===== config.mk =====
export PLATFORM = sky130hd
export DESIGN_NAME = ps2_kbd_rx_fifo
export DESIGN_NICKNAME = d
export VERILOG_FILES = /design/src/rtl/ps2_pkg.sv /design/src/rtl/ps2_evt_fifo.sv /design/src/rtl/ps2_kbd_rx_fifo.sv
export SDC_FILE = /design/constraint.sdc
export NUM_CORES = 1
export LEC_CHECK = 0
export ABC_CLOCK_PERIOD_IN_PS = 2600
export CORE_ASPECT_RATIO = 0.75
export CORE_MARGIN = 1.5
export CORE_UTILIZATION = 54
export CTS_CLUSTER_DIAMETER = 150
export DETAILED_ROUTE_END_ITERATION = 12
export PLACE_DENSITY = 0.76
export SYNTH_ARGS = -nofsm -noshare
export SYNTH_HDL_FRONTEND = slang
export SYNTH_SLANG_ARGS = --single-unit

===== constraint.sdc =====
create_clock -name clk -period 2.6 [get_ports clk]
set_input_delay 0.52 -clock clk [delete_from_list [all_inputs] [get_ports clk]]
set_output_delay 0.52 -clock clk [all_outputs]
set_load 0.02 [all_outputs]

===== src/rtl/ps2_pkg.sv =====
// Shared types and constants for the PS/2 keyboard receiver.
// Holds the prefix bytes, frame FSM states and the key event bundle.
package ps2_pkg;

  localparam logic [7:0] PS2_EXT = 8'hE0;
  localparam logic [7:0] PS2_BRK = 8'hF0;

  typedef enum logic [1:0] {
    IDLE,
    DATA,
    PARITY,
    STOP
  } ps2_st_e;

  typedef struct packed {
    logic       ext;
    logic       brk;
    logic [7:0] code;
  } ps2_evt_t;

endpackage


===== src/rtl/ps2_evt_fifo.sv =====
// First-word-fall-through event FIFO for the PS/2 receiver.
// Head data reads zero while empty so idle outputs stay quiet.
module ps2_evt_fifo
  import ps2_pkg::*;
#(
  parameter int DEPTH = 8
) (
  input  logic                   clk,
  input  logic                   resetn,
  input  logic                   i_push,
  input  ps2_evt_t               i_data,
  input  logic                   i_pop,
  output ps2_evt_t               o_data,
  output logic                   o_full,
  output logic                   o_empty,
  output logic [$clog2(DEPTH):0] o_level
);

  localparam int AW = $clog2(DEPTH);

  ps2_evt_t        r_mem [DEPTH];
  logic [AW-1:0]   r_wptr;
  logic [AW-1:0]   r_rptr;
  logic [AW:0]     r_level;
  logic            w_push;
  logic            w_pop;

  assign o_empty = (r_level == '0);
  assign o_full  = (r_level == (AW+1)'(DEPTH));
  assign o_level = r_level;
  assign w_pop   = i_pop & ~o_empty;
  assign w_push  = i_push & (~o_full | w_pop);
  assign o_data  = o_empty ? '0 : r_mem[r_rptr];

  always_ff @(posedge clk) begin
    if (w_push) r_mem[r_wptr] <= i_data;
  end

  always_ff @(posedge clk) begin
    if (!resetn) begin
      r_wptr  <= '0;
      r_rptr  <= '0;
      r_level <= '0;
    end else begin
      if (w_push) r_wptr <= r_wptr + 1'b1;
      if (w_pop)  r_rptr <= r_rptr + 1'b1;
      unique case ({w_push, w_pop})
        2'b10:   r_level <= r_level + 1'b1;
        2'b01:   r_level <= r_level - 1'b1;
        default: r_level <= r_level;
      endcase
    end
  end

endmodule


===== src/rtl/ps2_kbd_rx_fifo.sv =====
// PS/2 keyboard receiver: frame FSM, E0/F0 prefix folding,
// buffered key events with overflow flag and error counter.
module ps2_kbd_rx_fifo
  import ps2_pkg::*;
#(
  parameter int FIFO_DEPTH  = 8,
  parameter int SYNC_STAGES = 3,
  parameter int TIMEOUT_CYC = 100000,
  parameter int ERR_W       = 8
) (
  input  logic                          clk,
  input  logic                          resetn,
  input  logic                          ps2_clk,
  input  logic                          ps2_data,
  output logic                          out_valid,
  input  logic                          out_ready,
  output logic [7:0]                    out_code,
  output logic                          out_break,
  output logic                          out_ext,
  output logic [$clog2(FIFO_DEPTH):0]   fifo_level,
  output logic                          overflow,
  input  logic                          overflow_clr,
  output logic [ERR_W-1:0]              err_count
);

  localparam int TW = $clog2(TIMEOUT_CYC);

  logic [SYNC_STAGES-1:0] r_clk_sync;
  logic [SYNC_STAGES-1:0] r_dat_sync;
  ps2_st_e                r_state;
  ps2_st_e                w_state_nxt;
  logic [2:0]             r_cnt;
  logic [7:0]             r_shift;
  logic                   r_par;
  logic [TW-1:0]          r_tcnt;
  logic                   r_fv;
  logic                   r_fb;
  logic                   r_ext;
  logic                   r_brk;
  logic                   r_ovf;
  logic [ERR_W-1:0]       r_err;

  logic                   w_edge;
  logic                   w_data;
  logic                   w_tout;
  logic                   w_frm_ok;
  logic                   w_frm_bad;
  logic                   w_prefix;
  logic                   w_push;
  logic                   w_pop;
  logic                   w_full;
  logic                   w_empty;
  ps2_evt_t               w_evt;
  ps2_evt_t               w_head;

  assign w_edge = r_clk_sync[SYNC_STAGES-1] & ~r_clk_sync[SYNC_STAGES-2];
  assign w_data = r_dat_sync[SYNC_STAGES-2];
  assign w_tout = (r_state != IDLE) & ~w_edge
                & (r_tcnt == TW'(TIMEOUT_CYC - 1));

  always_ff @(posedge clk) begin
    if (!resetn) begin
      r_clk_sync <= '1;
      r_dat_sync <= '1;
    end else begin
      r_clk_sync <= {r_clk_sync[SYNC_STAGES-2:0], ps2_clk};
      r_dat_sync <= {r_dat_sync[SYNC_STAGES-2:0], ps2_data};
    end
  end

  always_comb begin
    w_state_nxt = r_state;
    w_frm_ok    = 1'b0;
    w_frm_bad   = 1'b0;
    unique case (r_state)
      IDLE:   if (w_edge && !w_data) w_state_nxt = DATA;
      DATA:   if (w_edge && r_cnt == 3'd7) w_state_nxt = PARITY;
      PARITY: if (w_edge) w_state_nxt = STOP;
      STOP: begin
        if (w_edge) begin
          w_state_nxt = IDLE;
          w_frm_ok    = w_data & (^{r_shift, r_par});
          w_frm_bad   = ~w_frm_ok;
        end
      end
      default: w_state_nxt = IDLE;
    endcase
    if (w_tout) begin
      w_state_nxt = IDLE;
      w_frm_bad   = 1'b1;
    end
  end

  always_ff @(posedge clk) begin
    if (!resetn) begin
      r_state <= IDLE;
      r_cnt   <= '0;
      r_shift <= '0;
      r_par   <= 1'b0;
      r_tcnt  <= '0;
      r_fv    <= 1'b0;
      r_fb    <= 1'b0;
    end else begin
      r_state <= w_state_nxt;
      r_fv    <= w_frm_ok;
      r_fb    <= w_frm_bad;
      if (w_edge || r_state == IDLE || w_tout) r_tcnt <= '0;
      else                                      r_tcnt <= r_tcnt + 1'b1;
      if (w_edge) begin
        unique case (r_state)
          IDLE: r_cnt <= '0;
          DATA: begin
            r_shift <= {w_data, r_shift[7:1]};
            r_cnt   <= r_cnt + 1'b1;
          end
          PARITY:  r_par <= w_data;
          default: r_cnt <= r_cnt;
        endcase
      end
    end
  end

  // r_shift still holds the byte in the cycle after the stop edge
  assign w_prefix = (r_shift == PS2_EXT) | (r_shift == PS2_BRK);
  assign w_push   = r_fv & ~w_prefix;
  assign w_evt    = '{ext: r_ext, brk: r_brk, code: r_shift};
  assign w_pop    = out_valid & out_ready;

  always_ff @(posedge clk) begin
    if (!resetn) begin
      r_ext <= 1'b0;
      r_brk <= 1'b0;
      r_err <= '0;
      r_ovf <= 1'b0;
    end else begin
      if (r_fb) begin
        r_ext <= 1'b0;
        r_brk <= 1'b0;
        if (r_err != '1) r_err <= r_err + 1'b1;
      end else if (r_fv) begin
        unique case (1'b1)
          r_shift == PS2_EXT: r_ext <= 1'b1;
          r_shift == PS2_BRK: r_brk <= 1'b1;
          default: begin
            r_ext <= 1'b0;
            r_brk <= 1'b0;
          end
        endcase
      end
      if (w_push && w_full && !w_pop) r_ovf <= 1'b1;
      else if (overflow_clr)          r_ovf <= 1'b0;
    end
  end

  ps2_evt_fifo #(
    .DEPTH (FIFO_DEPTH)
  ) u_fifo (
    .clk     (clk),
    .resetn  (resetn),
    .i_push  (w_push),
    .i_data  (w_evt),
    .i_pop   (w_pop),
    .o_data  (w_head),
    .o_full  (w_full),
    .o_empty (w_empty),
    .o_level (fifo_level)
  );

  assign out_valid = ~w_empty;
  assign out_code  = w_head.code;
  assign out_break = w_head.brk;
  assign out_ext   = w_head.ext;
  assign overflow  = r_ovf;
  assign err_count = r_err;

endmodule

==> results of run 1 <==
-- routing by layer --
layer	global-route usage, %	share of wire, %	vias up
met1	30.4	45	1766
met5	0	0	-
li1	-	-	1733
met3	4.94	5.7	10
met4	10.2	1.0	0
met2	34.7	48	112
-- power groups by stage --
stage               Clock, mW  Combinational (mW)  Sequential [mW]
floorplan                   0               0.588             2.46
global placement            0               0.927             2.45
detailed placement          0               0.949             2.46
CTS                      2.75               0.959             2.42
global route             2.84                1.06             2.44
finish                   2.71               0.984             2.43
-- layout by cell type (no fill, tap or decap), drive strengths merged, types with 2 or more instances in the layout --
master,n
xnor2,23
clkbuf,20
clkinvlp,5
and2,18
nand2,32
buf,29
clkdlybuf4s15,3
mux4,20
bufinv,6
edfxtp,80
nand2b,8
and3,4
mux2i,18
nand4,4
a21oi,5
nand3,26
o21ai,4
and4,2
nor4,2
xor2,10
ha,12
nor2b,7
dfxtp,62
inv,12
clkdlybuf4s50,19
clkinv,2
or3,3
nor3,8
dlygate4sd2,3
nor2,42
a21o,4
a32oi,2
a21boi,11
-- layout make-up --
| type | instances | area, sq um | share of cell area, % |
|---|---|---|---|
| Sequential cell | 142 | 3650 | 50.3 |
| Inverter | 11 | 41.3 | 0.569 |
| Clock buffer | 18 | 429 | 5.91 |
| Tap cell | 136 | 170 | 2.34 |
| Timing Repair Buffer | 56 | 534 | 7.36 |
| Clock inverter | 14 | 239 | 3.29 |
| Multi-Input combinational cell | 276 | 2190 | 30.2 |
-- registers in the layout, indices dropped and copies added, names as in the netlist, named ones only --
signal,count
r_brk,1
r_fv,1
r_par,1
u_fifo.r_rptr,3
overflow,1
u_fifo.r_wptr,3
u_fifo.r_mem,80
r_ext,1
u_fifo.o_level,4
r_clk_sync,3
r_cnt,3
r_dat_sync,2
err_count,8
r_state,2
r_fb,1
r_tcnt,17
r_shift,8
-- logic make-up (layout without fill, tap and decap cells) --
logic type,Yosys count,in the layout,share of synthesized area [%]
XOR/XNOR,34,34,5.28
flip-flops,142,142,61.8
buffers and inverters,27,99,1.78
AO/OA/AOI/OAI,31,31,3.86
AND/OR/NAND/NOR,159,159,13.3
multiplexers,39,39,11.1
adder cells (fa/ha/maj),13,13,2.88
-- repair_timing --
item                                    in CTS  in global routing
gates resized for setup                     23                 14
hold buffers                                 0                  0
setup buffers                                0                  1
gates cloned                                 1                  1
endpoints found under the setup margin      10                  6
-- how the worst max path moves through the flow --
stage | from | cells past startpoint | to | slack [ns]
floorplan | r_shift[7] | 10 | u_fifo.o_level[3] | 0.007
global placement | out_ready | 11 | u_fifo.o_level[3] | 0.12
detailed placement | out_ready | 11 | u_fifo.o_level[3] | 0.08
CTS | flip-flop | 5 | out_ext | 0.02
global route | flip-flop | 5 | out_code[2] | -0.02
finish | flip-flop | 5 | out_code[2] | 0.04
==> results_dict.tcl, run 1 <==
set metrics [dict create \
    outcome "finished, final reports clean" \
    p_int_mw 4.68 \
    yosysMostFrequentCell "edfxtp_1" \
    ys_ff_latch 142 \
    path_cells "clkbuf_16 -> mux4_2 -> mux2i_1 -> nor2_1 -> dlygate4sd2_1" \
    pre_cts_ws_ns 0.0831 \
    drive_gt1_share_pct 19.0 \
    die_height_um 93.5 \
    r2r_end "u_fifo.o_level[3]" \
    critPathTopFamily "multiplexers" \
    finalHoldViolCount 0 \
    port_buffers 29 \
    antenna_found_initial 0 \
    dp_hpwl_um 7150 \
    setup_viol 0 \
    grt_overflow 0 \
    area_growth_pct 23.0 \
    hold_depth 1 \
    critPathSlowestCell "mux4_2" \
    max_stage_delay_ns 0.50 \
    drt-total-wl_um 11900 \
    diodes 0 \
    setup_tns_ns 0 \
    crit_arrival_ns 2.04 \
    setup_ws_ns 0.0387 \
    synth_top_area_cell "edfxtp_1" \
    peakVddDrop_mv 0.368 \
    ant_nets 0 \
    synth_area_leaders "edfxtp_1, dfxtp_1, mux4_2" \
    drt-initial-drc-count 266 \
    synth_nets 464 \
    crit_type "flip-flop to primary output" \
    p_switching_mw 1.46 \
    fmax_mhz 390 \
    power_density_nw_per_um2 845 \
    critPathLaunchType "flip-flop" \
    die_x_um 124 \
    cts.clk_slew.worst_paths_ns 0.06 \
    pwr-share-clk_pct 44.3 \
    cts_sinks 142 \
    final.fill_count 688 \
    tritoncts "built" \
    dpl.cell_count 618 \
    hold_slack_ns 0.410 \
    synth.distinct_cells 44 \
    path_max_fanout 5 \
    routabilityCongestion 0.821 \
    hold_class "flip-flop to flip-flop" \
    core_area_sq_um 10500 \
    final.period_utilization_pct 98.5 \
    slew_violations 0 \
    detail_route.vias_per_cell 5.55 \
    finalCriticalPeriod_ns 2.56 \
    remaining_drc_errors 0 \
    grt_pass1_vias 3595 \
    r2r_start "r_shift[7]" \
    r2r_slack_ns 0.17 \
    stdcell_area_sq_um 7260 \
    clk_latency_ns 0.42 \
    finalNetCount 523 \
    ys_seq_area_share_pct 61.8 \
    synthesis.area_sq_um 5900 \
    wl_per_cell_um 18.2 \
    drt_first_pass_iters 5 \
    cts-root-buf "clkbuf_16" \
    ys_top_cells_by_count "edfxtp_1, dfxtp_1, nor2_1" \
    netlist_instances 445 \
    clock_skew_ns 0.0116 \
    utilization_pct 69.4 \
    die_area_sq_um 11600 \
    synth_edf_count 80 \
    pwr-share-comb_pct 16.1 \
    sw_frac_of_total_pct 23.7 \
    grt_use_total_pct 22.4 \
    worstPathRequired_ns 2.08 \
    min_to "r_clk_sync[1]" \
    cts.htree.levels 4 \
    worst_pin_slew_ns 0.916 \
    path_buf_inv 2 \
    seq_power_share_pct 39.7 \
    synthFlopType "edfxtp_1" \
    synth_warnings 0 \
    grt_max_degree 26 \
    cp-end-kind "primary output" \
    synth_top_area_share_pct 40.7 \
    avgSynthCellArea_sq_um 13.3 \
    initial_utilization_pct 56.4 \
    placed_area_sq_um 6510 \
    p_leak_nw 2.53 \
    rows 32 \
    num_io_pins 30 \
    total_power_mw 6.13 \
    num_vias 3621 \
    cts_buffer_depth 2 \
    fin_cells 653 \
    hold_start "r_clk_sync[0]" \
    async_reset_ff_share_pct 0 \
    slew_headroom_pct 38.7 \
    worstRegToRegCells 11 \
    maxCapViolations 0 \
    cts_buffers 17 \
    grt_pass1_wl_um 18800 \
]
Note: power is estimated with default switching activity, not from simulation.
==> inputs of run 2 (changes only) <==
--- a/config.mk
+++ b/config.mk
@@ -5,6 +5,7 @@
 export SDC_FILE = /design/constraint.sdc
 export NUM_CORES = 1
 export LEC_CHECK = 0
+export ABC_AREA = 0
 export ABC_CLOCK_PERIOD_IN_PS = 2600
 export CORE_ASPECT_RATIO = 0.75
 export CORE_MARGIN = 1.5
==> results of run 2 <==
The final DEF is identical to that of run 1; final timing and power are the same.
